<file path="config.mk">
export PLATFORM = sky130hd
export DESIGN_NAME = sprite_anim_ctrl
export DESIGN_NICKNAME = d
export VERILOG_FILES = /design/src/rtl/sprite_anim_ctrl.sv
export SDC_FILE = /design/constraint.sdc
export NUM_CORES = 1
export LEC_CHECK = 0
export ABC_AREA = 1
export ABC_CLOCK_PERIOD_IN_PS = 2500
export CAP_MARGIN = 20
export CORE_UTILIZATION = 61
export CTS_BUF_LIST = sky130_fd_sc_hd__clkbuf_8
export DETAILED_ROUTE_END_ITERATION = 12
export GPL_TIMING_DRIVEN = 0
export PLACE_DENSITY_LB_ADDON = 0.2
export RECOVER_POWER = 50
export SLEW_MARGIN = 20
export SYNTH_ARGS = -nofsm -noshare
export SYNTH_HDL_FRONTEND = slang
export SYNTH_SLANG_ARGS = --single-unit
</file>
<file path="constraint.sdc">
create_clock -name clk -period 2.5 [get_ports clk]
set_input_delay 0.75 -clock clk [delete_from_list [all_inputs] [get_ports clk]]
set_output_delay 0.75 -clock clk [all_outputs]
set_load 0.05 [all_outputs]
</file>
<file path="src/rtl/sprite_anim_ctrl.sv">
// Sprite animation controller: tracks facing direction, walk-cycle step and
// saturating on-screen position, advancing once per frame_tick.
module sprite_anim_ctrl #(
    parameter int TICKS_PER_STEP = 8,
    parameter int SPEED          = 2,
    parameter int SCREEN_W       = 640,
    parameter int SCREEN_H       = 480,
    parameter int SPRITE_W       = 32,
    parameter int SPRITE_H       = 32,
    parameter int X_INIT         = 100,
    parameter int Y_INIT         = 100
) (
    input  logic       clk,
    input  logic       reset_n,
    input  logic       enable,
    input  logic       frame_tick,
    input  logic       btn_up,
    input  logic       btn_down,
    input  logic       btn_left,
    input  logic       btn_right,
    output logic [1:0] start,
    output logic [1:0] step,
    output logic       moving,
    output logic [9:0] pos_x,
    output logic [9:0] pos_y
);

    typedef enum logic {
        IDLE,
        WALK
    } state_t;

    typedef enum logic [1:0] {
        DIR_UP    = 2'd0,
        DIR_DOWN  = 2'd1,
        DIR_LEFT  = 2'd2,
        DIR_RIGHT = 2'd3
    } dir_t;

    localparam int          CW        = (TICKS_PER_STEP > 1) ? $clog2(TICKS_PER_STEP) : 1;
    localparam logic [CW-1:0] TICK_LAST = CW'(TICKS_PER_STEP - 1);
    localparam logic [10:0] SPEED_W   = 11'(SPEED);
    localparam logic [10:0] X_MAX     = 11'(SCREEN_W - SPRITE_W);
    localparam logic [10:0] Y_MAX     = 11'(SCREEN_H - SPRITE_H);
    localparam logic [9:0]  X_RST     = 10'(X_INIT);
    localparam logic [9:0]  Y_RST     = 10'(Y_INIT);

    state_t         state_q, state_d;
    dir_t           start_q, start_d;
    logic [1:0]     step_q, step_d;
    logic [CW-1:0]  tick_cnt_q, tick_cnt_d;
    logic           moving_q, moving_d;
    logic [9:0]     pos_x_q, pos_x_d;
    logic [9:0]     pos_y_q, pos_y_d;

    logic           req;
    dir_t           req_dir;
    logic [10:0]    px_ext, py_ext, px_sum, py_sum;
    logic [9:0]     px_mv, py_mv;

    // Requested direction with fixed priority up > down > left > right
    always_comb begin
        req     = btn_up | btn_down | btn_left | btn_right;
        req_dir = DIR_RIGHT;
        if (btn_up) begin
            req_dir = DIR_UP;
        end else if (btn_down) begin
            req_dir = DIR_DOWN;
        end else if (btn_left) begin
            req_dir = DIR_LEFT;
        end
    end

    // Candidate position after one saturating move in the requested direction
    always_comb begin
        px_ext = {1'b0, pos_x_q};
        py_ext = {1'b0, pos_y_q};
        px_sum = px_ext + SPEED_W;
        py_sum = py_ext + SPEED_W;
        px_mv  = pos_x_q;
        py_mv  = pos_y_q;
        case (req_dir)
            DIR_UP:    py_mv = (py_ext < SPEED_W) ? '0 : 10'(py_ext - SPEED_W);
            DIR_DOWN:  py_mv = (py_sum > Y_MAX) ? Y_MAX[9:0] : py_sum[9:0];
            DIR_LEFT:  px_mv = (px_ext < SPEED_W) ? '0 : 10'(px_ext - SPEED_W);
            DIR_RIGHT: px_mv = (px_sum > X_MAX) ? X_MAX[9:0] : px_sum[9:0];
            default:   ;
        endcase
    end

    // Next-state decision, only evaluated on an enabled frame tick
    always_comb begin
        state_d    = state_q;
        start_d    = start_q;
        step_d     = step_q;
        tick_cnt_d = tick_cnt_q;
        pos_x_d    = pos_x_q;
        pos_y_d    = pos_y_q;
        if (enable && frame_tick) begin
            case (state_q)
                IDLE: begin
                    if (req) begin
                        state_d    = WALK;
                        start_d    = req_dir;
                        step_d     = '0;
                        tick_cnt_d = '0;
                        pos_x_d    = px_mv;
                        pos_y_d    = py_mv;
                    end
                end
                WALK: begin
                    if (!req) begin
                        state_d    = IDLE;
                        step_d     = '0;
                        tick_cnt_d = '0;
                    end else if (req_dir != start_q) begin
                        start_d    = req_dir;
                        step_d     = '0;
                        tick_cnt_d = '0;
                        pos_x_d    = px_mv;
                        pos_y_d    = py_mv;
                    end else begin
                        pos_x_d = px_mv;
                        pos_y_d = py_mv;
                        if (tick_cnt_q == TICK_LAST) begin
                            tick_cnt_d = '0;
                            step_d     = step_q + 2'd1;
                        end else begin
                            tick_cnt_d = tick_cnt_q + CW'(1);
                        end
                    end
                end
                default: state_d = IDLE;
            endcase
        end
        moving_d = (state_d == WALK);
    end

    // State and registered outputs
    always_ff @(posedge clk or negedge reset_n) begin
        if (!reset_n) begin
            state_q    <= IDLE;
            start_q    <= DIR_DOWN;
            step_q     <= '0;
            tick_cnt_q <= '0;
            moving_q   <= 1'b0;
            pos_x_q    <= X_RST;
            pos_y_q    <= Y_RST;
        end else begin
            state_q    <= state_d;
            start_q    <= start_d;
            step_q     <= step_d;
            tick_cnt_q <= tick_cnt_d;
            moving_q   <= moving_d;
            pos_x_q    <= pos_x_d;
            pos_y_q    <= pos_y_d;
        end
    end

    assign start  = start_q;
    assign step   = step_q;
    assign moving = moving_q;
    assign pos_x  = pos_x_q;
    assign pos_y  = pos_y_q;

endmodule
</file>
== Word-level counts from Yosys, hierarchy flattened ==
Cells that the tools add are included.
Word-level totals
  flip-flop bits (word level): 28
  input port bits: 8
  output and inout bits: 25
  word-level logic and storage cells: 64
Operators by class
  add/sub/neg operators: 6
  magnitude comparators: 4
  equality and inequality tests: 9
  muxes and demuxes: 26
  bitwise gates (word level): 4
  reductions and logical operators: 9
Operators with widths (number)
  $mux 10: 6
  $pmux 10 s2: 2
  $add 10x2->11 const B: 2
  $lt 10x2->1 const B: 2
  $sub 10x2->10 const B: 2
  $mux 2: 9
  $mux 3: 4
  $gt 11x10->1 const B: 1
  $gt 11x9->1 const B: 1
  $reduce_and 3->1: 3
  $pmux 2 s2: 2
  $pmux 3 s2: 1
  $eq 2x2->1 const B: 2
  $ne 2x1->1 const B: 2
  $ne 4x2->1 const B: 1
  $reduce_and 4->1: 1
  $reduce_bool 2->1: 2
  $add 3x1->3 const B: 1
  $eq 3x3->1 const B: 1
  $or 1x1->1: 3
  $add 2x1->2 const B: 1
  $eq 2x1->1 const B: 1
  $logic_not 2->1: 1
  $mux 1: 2
  5 further kinds: 5

== Depth between registers and ports, before layout ==
Gate-level depths: netlist of run 1.
  depth in word-level cells: 7
  mapped depth: 14
  gate-level depth less buffers: 13

== Worst setup path after synthesis of run 1 ==
Ideal clock, no wire load.
  kind: reg-to-reg
  start point: reg pos_x_q[1], in the netlist pos_x[1]
  end point: reg pos_x_q[1], in the netlist pos_x[1]
  data arrival time: 1.869 ns
  path slack: 0.513 ns
  stages on the path, launching flop included: 13
  period minus slack after synthesis: 1.987 ns
  cell sequence: dfrtp_1 > ha_1 > nand3_2 > nor2_4 > nand3_2 > nand2_4 > nand3_2 > inv_2 > nand2_4 > nand2_2 > nand2_1 > nand2_1 > nand2_1
Between the ends
  longest elaborated chain between the ends: 5
  elaborated cells on any way between the ends: 8
  those cells by class: add/sub (2); order compare (2); mux (4)
RTL lines
  from (decl): RTL line 53  | logic [9:0] pos_x_q, pos_x_d;
  from (signal assigned): RTL line 155  | pos_x_q <= pos_x_d;
  $add 10x2->11: RTL line 78  | px_sum = px_ext + SPEED_W;
  $gt 11x10->1: RTL line 86  | DIR_RIGHT: px_mv = (px_sum > X_MAX) ? X_MAX[9:0] : px_sum[9:0];
  $mux 10: RTL line 86
  $pmux 10 s2 *: RTL line 82  | case (req_dir)
  $mux 10 *: RTL line 102, 112
Mark *: on every way between the ends. The rest lies on a longest branch, timed or not. The select of a mux whose other input is x is not followed.
A chain may end at the register's enable or synchronous reset.

== Worst setup path after layout of run 1 ==
  start point: reg pos_x_q[5], in the netlist pos_x[5]
  end point: out pos_x[5]
RTL lines
  to (decl): RTL line 24  | output logic [9:0] pos_x,
No word-level cell between the ends.

==> summary.md, run 1 <==
| Metric | Value |
|---|---|
| Status | `finished, final reports clean` |
| Static Leakage | `1.30 nW` |
| Remaining Overflow, GRT | `0` |
| Post-CTS setup buffers | `0` |
| GRT Util Overall | `0.268` |
| Max Buffers Root-to-Sink | `2` |
| Critical Path RT | `1.75 ns` |
| Synth Cell Area | `2310 um^2` |
| # resized after CTS | `0` |
| Seq/Total Area, Yosys | `0.286` |
| Initial DRC count | `157` |
| CTS Buf Count | `3` |
| Synth cell types | `38` |
| Final instance area | `2730 um^2` |
| Predominant post-synthesis flop cell | `dfrtp_1` |
| Unrepaired setup endpoints after global routing | `no` |
| Drt first pass iters | `4` |
| Initial antenna violation count | `0` |
| Final worst-path cycle share | `0.989` |
| Nature of the critical path endpoint | `output port` |
| Fin nets | `379` |
| Register bit total from synthesis | `26` |
| Share of post-route cells with drive strength above 1 | `0.176` |
| Port bufs | `30` |
| Worst hold path type | `reg -> reg` |
| Buf/Inv on CP | `1` |
| DR vias/cell | `5.34` |
| Hold_sp | `tick_cnt_q[1]` |
| Drc violations | `0` |
| Via Count | `2,190` |
| Total Wirelength | `5190 um` |
| Final Max Slew Viols | `0` |
| Clk_skew | `0.00692 ns` |
| Relative slew slack | `0.0294` |
| Start point of the critical path | `pos_x[5]` |
| DP Area | `2660 um^2` |
| Top cells by area, synth | `dfrtp_1, nand2_1, dfstp_2, nor2_1, xor2_1` |
| Syn avg cell area | `7.01 um^2` |
| Critical path's slowest cell | `clkdlybuf4s50_1` |
| Global-route wire length before repair | `8740 um` |
| Hold-fix buffers, CTS | `0` |
| WP data arrival | `1.72 ns` |
| Per-cell routed wire length | `12.7 um` |
| Top cell family by delay on the critical path | `buffers and inverters` |
| CTS tree | `done` |
| Crit-path max cell delay | `0.83 ns` |
| Cells after synthesis | `329` |
| Fmax | `0.404 GHz` |
| Top-area cell type share of the netlist area | `0.206` |
| GP Congestion | `0.965` |
| Critical-path cell list | `clkdlybuf4s50_1` |
| HPWL after detailed placement | `3890 um` |
| Number of synthesized flops with an enable pin | `0` |
| Yosys warns | `0` |
| Worst vdd ir | `0.611 mV` |
| Worst reg2reg startpoint | `pos_x[2]` |
| Minimum clock period | `2.47 ns` |
| Finish-stage setup viols | `0` |
| Cell taking the most area after synthesis | `dfrtp_1` |
| Least-Margin Pin Slew | `1.46 ns` |
| Clock sinks | `26` |
| Die width | `63.5 um` |
| H-tree depth | `1` |
| Post-route ant nets | `0` |
| Core ar. | `3470 um^2` |
| Initial Util | `0.665` |
| Fin util | `0.786` |
| Die footprint | `4030 um^2` |
| Clk slew on worst S/H paths | `0.10 ns` |
| Power per Cell Area | `968 nW/um^2` |
| Crit Path Category | `reg -> out` |
| Die H | `63.5 um` |
| Post-synth ARST share | `1.00` |
| Number of max-cap violations | `0` |
| CTS Root Cell | `clkbuf_8` |
| Crit path max fanout | `7` |
| Skew-Pair Late Insertion Delay | `0.28 ns` |
| Syn-to-layout area delta | `18.2%` |
| Setup TNS Final | `0 ns` |
| # diodes | `0` |
| Largest net degree at the start of global routing | `27` |
| # IOs | `33` |
| Final hold vios | `0` |
| FP Rows | `21` |
| Vias in the first global route | `1,989` |
| Startpoint types | `flip-flop` |
## area by class of cell
cell class	count	area (um^2)
Clock buffer	3	41.3
Inverter	44	165
Tap cell	46	57.6
Timing Repair Buffer	30	294
Sequential cell	26	659
Buffer	9	68.8
Fill cell	267	741
Clock inverter	1	30.0
Multi-Input combinational cell	251	1410
## kinds of logic (layout without fill, tap and decap cells)
kind of cell    count (synthesis)  after routing  share of synthesized area
buf+inv                        53             87                      0.101
xor+xnor                       21             21                     0.0797
flops                          26             26                      0.286
simple gates                  179            179                      0.388
other cells                     1              2                    0.00163
compound gates                 43             43                      0.111
fa+ha+maj                       6              6                     0.0325
## metal layers
layer	wire, um	vias to the layer above	global-route usage
met4	48	0	0.0994
li1	-	1109	-
met5	0	-	0
met3	235	8	0.0217
met2	2560	71	0.469
met1	2350	1002	0.340
## cell usage after synthesis, types with 3 or more instances
master,number
nand2_2,9
ha_1,6
buf_4,5
inv_2,5
a21oi_1,14
o21ai_0,14
nand4_1,3
o21ai_1,3
nand3b_1,3
xnor2_1,4
xor2_1,17
nand2_4,5
nand2_1,70
dfrtp_1,19
nor2_1,46
nand3_1,16
nor3_1,4
a21oi_2,5
nand3_2,11
dfstp_2,7
inv_1,39
nor2_2,6
## state kept, by name (all words and copies together), names as in the netlist
signal and cells:
step 2, pos_y 9, tick_cnt_q 3, pos_x 9, start 2, moving 1
## stage by stage
| step | setup slack, ns | instances | total power (W) | hold WS [ns] |
|---|---|---|---|---|
| 2_1_floorplan | 0.513 | 330 | 0.00188 | 0.453 |
| 3_3_place_gp | 0.0254 | 406 | 0.00225 | 0.475 |
| 3_5_place_dp | -0.00575 | 406 | 0.00228 | 0.484 |
| 4_1_cts | 0.0276 | 410 | 0.00265 | 0.480 |
| 5_1_grt | 0.00494 | 410 | 0.00280 | 0.521 |
| 6_report | 0.0277 | 410 | 0.00264 | 0.504 |
## final timing paths
| path | cells after the start | endpoint | slack, ns |
|---|---|---|---|
| setup reg to reg | 11 | pos_x[3] | 0.57 |
| hold / removal | 2 | tick_cnt_q[1] | 0.50 |
| min in group asynchronous | 1 | step[0] | 0.79 |
| setup / recovery | 1 | pos_x[5] | 0.03 |
| hold reg to reg | 2 | tick_cnt_q[1] | 0.50 |
| max in group asynchronous | 1 | pos_y[9] | 0.85 |
## report_power, final
group	switching [W]	total [W]	internal, W
registers	0.000153	0.000714	0.000561
clock network	0.000147	0.000361	0.000215
logic	0.00103	0.00156	0.000537
total	0.00133	0.00264	0.00131
## layout by cell type, fill, tap and decap left out, types with 6 or more instances in the layout
cell	Yosys	routed
nor2_2	6	6
nand2_2	9	9
ha_1	6	6
o21ai_0	14	14
nand2_1	70	70
nor2_1	46	46
nand3_2	11	11
clkdlybuf4s50_1	0	26
inv_1	39	39
nand3_1	16	16
a21oi_1	14	14
xor2_1	17	17
dfrtp_1	19	19
dfstp_2	7	7
No activity file was read; power rests on OpenSTA's default activity.
==> run 2, diff against run 1 <==
Settings changed: CORE_MARGIN from default to 10.
==> run 2 against run 1 <==
  * Clock skew fell by 0.0031 ns
  * Non-clock buffer count did not move
  * Worst hold slack lost 0.0052 ns
  * Design area decreased by 0.83%
  * Clock power fell by 19%
  * Count of clock-buffer cells in the layout up 1
  * Critical path depth stayed put
  * Total power decreased by 2.7%
  * Die area up 65%
  * Sequential power fell by 0.6%
  * Global-route usage is 10 points lower
  * Largest power group unchanged
  * Fmax increased by 0.79%
  * Critical endpoint is now pos_x[2]
==> summary.md, run 2 (synthesis results as in run 1) <==
| Metric | Value |
|---|---|
| Initial DRC count | `113 (-28%)` |
| Core ar. | `3660 um^2 (+5.6%)` |
| Clk_skew | `0.00379 ns (-0.00313 ns)` |
| Critical Path Stages | `1 (unchanged)` |
| Post-CTS setup buffers | `0 (unchanged)` |
| # IOs | `33 (unchanged)` |
| Via Count | `2,188 (-0.091%)` |
| Crit Path Category | `reg -> out` |
| GRT Util Overall | `0.166 (-0.102)` |
| Buf/Inv on CP | `1 (unchanged)` |
| Final hold vios | `0 (unchanged)` |
| CTS Buf Count | `3 (unchanged)` |
| Setup TNS Final | `0 ns (unchanged)` |
| CTS Root Cell | `clkbuf_8` |
| Post-route ant nets | `0 (unchanged)` |
| DR vias/cell | `5.31 (-0.58%)` |
| Post-layout total power | `0.00257 W (-2.7%)` |
| Final worst-path cycle share | `0.981 (-0.00778)` |
| Die H | `81.5 um (+28%)` |
| Startpoint types | `flip-flop` |
| Top cell family by delay on the critical path | `buffers and inverters` |
| Share of post-route cells with drive strength above 1 | `0.173 (-0.00275)` |
| Die width | `81.5 um (+28%)` |
| FP Rows | `22 (+4.8%)` |
| Crit path max fanout | `6 (-1)` |
| Crit-path max cell delay | `0.82 ns (about the same)` |
| Unrepaired setup endpoints after global routing | `no` |
| CTS tree | `done` |
| Minimum clock period | `2.45 ns (-0.0195 ns)` |
| Final Max Slew Viols | `0 (unchanged)` |
| Largest net degree at the start of global routing | `27 (unchanged)` |
| Finish-stage setup viols | `0 (unchanged)` |
| Syn-to-layout area delta | `17.2%` |
| Global-route wire length before repair | `8890 um (+1.8%)` |
| Die footprint | `6640 um^2 (+65%)` |
| Nature of the critical path endpoint | `output port` |
| Number of max-cap violations | `0 (unchanged)` |
| Per-cell routed wire length | `13.1 um (+3.4%)` |
| R2r worst-path depth | `12 (+1)` |
| Most frequent cells in the layout | `nand2_1, nor2_1, inv_1` |
| Remaining Overflow, GRT | `0 (unchanged)` |
| Hold_sp | `tick_cnt_q[1]` |
| Commonest non-fill, non-tap cell in the layout | `nand2_1` |
| Critical Path RT | `1.75 ns (about the same)` |
| Initial Util | `0.630 (-0.0350)` |
| Least-Margin Pin Slew | `1.38 ns (-0.0789 ns)` |
| HPWL after detailed placement | `4160 um (+6.9%)` |
| Drt first pass iters | `4 (unchanged)` |
| Fmax | `0.408 GHz (+0.79%)` |
| Max Buffers Root-to-Sink | `2 (unchanged)` |
| Critical path's slowest cell | `clkdlybuf4s50_1` |
| Worst reg2reg startpoint | `pos_x[2]` |
| Fin util | `0.739 (-0.0475)` |
| Port bufs | `30 (unchanged)` |
| Total Wirelength | `5390 um (+3.9%)` |
| Status | `finished, final reports clean` |
| Power per Cell Area | `949 nW/um^2 (-1.9%)` |
| # diodes | `0 (unchanged)` |
| Clk slew on worst S/H paths | `0.10 ns (about the same)` |
| Worst hold path type | `reg -> reg` |
| Static Leakage | `1.29 nW (-0.66%)` |
| Clock sinks | `26 (unchanged)` |
| Start point of the critical path | `pos_x[2]` |
| Worst vdd ir | `0.785 mV (+28%)` |
| Initial antenna violation count | `0 (unchanged)` |
| Relative slew slack | `0.0820 (+0.0526)` |
| Filler cell count | `304 (+14%)` |
| Drc violations | `0 (unchanged)` |
| Critical-path cell list | `clkdlybuf4s50_1` |
| Vias in the first global route | `1,932 (-2.9%)` |
| Final instance area | `2710 um^2 (-0.83%)` |
| DP Area | `2670 um^2 (about the same)` |
| Skew-Pair Late Insertion Delay | `0.28 ns (about the same)` |
| Fin nets | `379 (unchanged)` |
| Worst hold path depth | `2 (unchanged)` |
| H-tree depth | `1 (unchanged)` |
| GP Congestion | `0.936 (-3.0%)` |
| WP data arrival | `1.70 ns (-0.02 ns)` |
[run 2: metrics by stage]
stage | worst slack (ns) | cells | hold WS [ns]
after global placement | 0.0152 | 408 | 0.474
after global routing | 0.00461 | 412 | 0.528
final | 0.0472 | 412 | 0.499
after floorplan | 0.513 | 330 | 0.453
after CTS | 0.00338 | 412 | 0.485
after detailed placement | -0.0437 | 408 | 0.479
[run 2: cell type report]
| type | count | area, um^2 | share of cell area |
|---|---|---|---|
| inverter | 44 | 165 | 0.0611 |
| buffer | 9 | 68.8 | 0.0254 |
| timing repair buffer | 30 | 288 | 0.106 |
| sequential | 26 | 659 | 0.244 |
| tap | 48 | 60.1 | 0.0222 |
| clock buffer | 4 | 55.1 | 0.0204 |
| multi-input combinational | 251 | 1410 | 0.521 |
[run 2: repair_timing]
item                                    CTS  global route
endpoints found under the setup margin    0             1
hold buffers                              0             0
gates resized for setup                   0             1
endpoints found under the hold margin     0             0
[run 2: report_power, final]
part	internal [W]	switching (W)	total, W	leakage [nW]
Sequential	0.000561	0.000149	0.000710	0.305
Clock	0.000141	0.000150	0.000292	0.0288
Combinational	0.000537	0.00103	0.00157	0.954
[run 2: final timing paths]
| kind | slack (ns) | end |
|---|---|---|
| worst max-delay path | 0.05 | pos_x[2] |
| min in group asynchronous | 0.76 | step[0] |
| max in group asynchronous | 0.93 | pos_y[1] |
| worst min register to register | 0.50 | tick_cnt_q[1] |
| worst min-delay path | 0.50 | tick_cnt_q[1] |
| worst max register to register | 0.57 | pos_x[1] |
[run 2: per-layer routing]
metal	up-vias	GRT usage	routed length, um
li1	1117	-	-
met1	1010	0.221	2420
met2	57	0.260	2410
met3	4	0.0415	506
met4	0	0.0467	47
met5	-	0	0
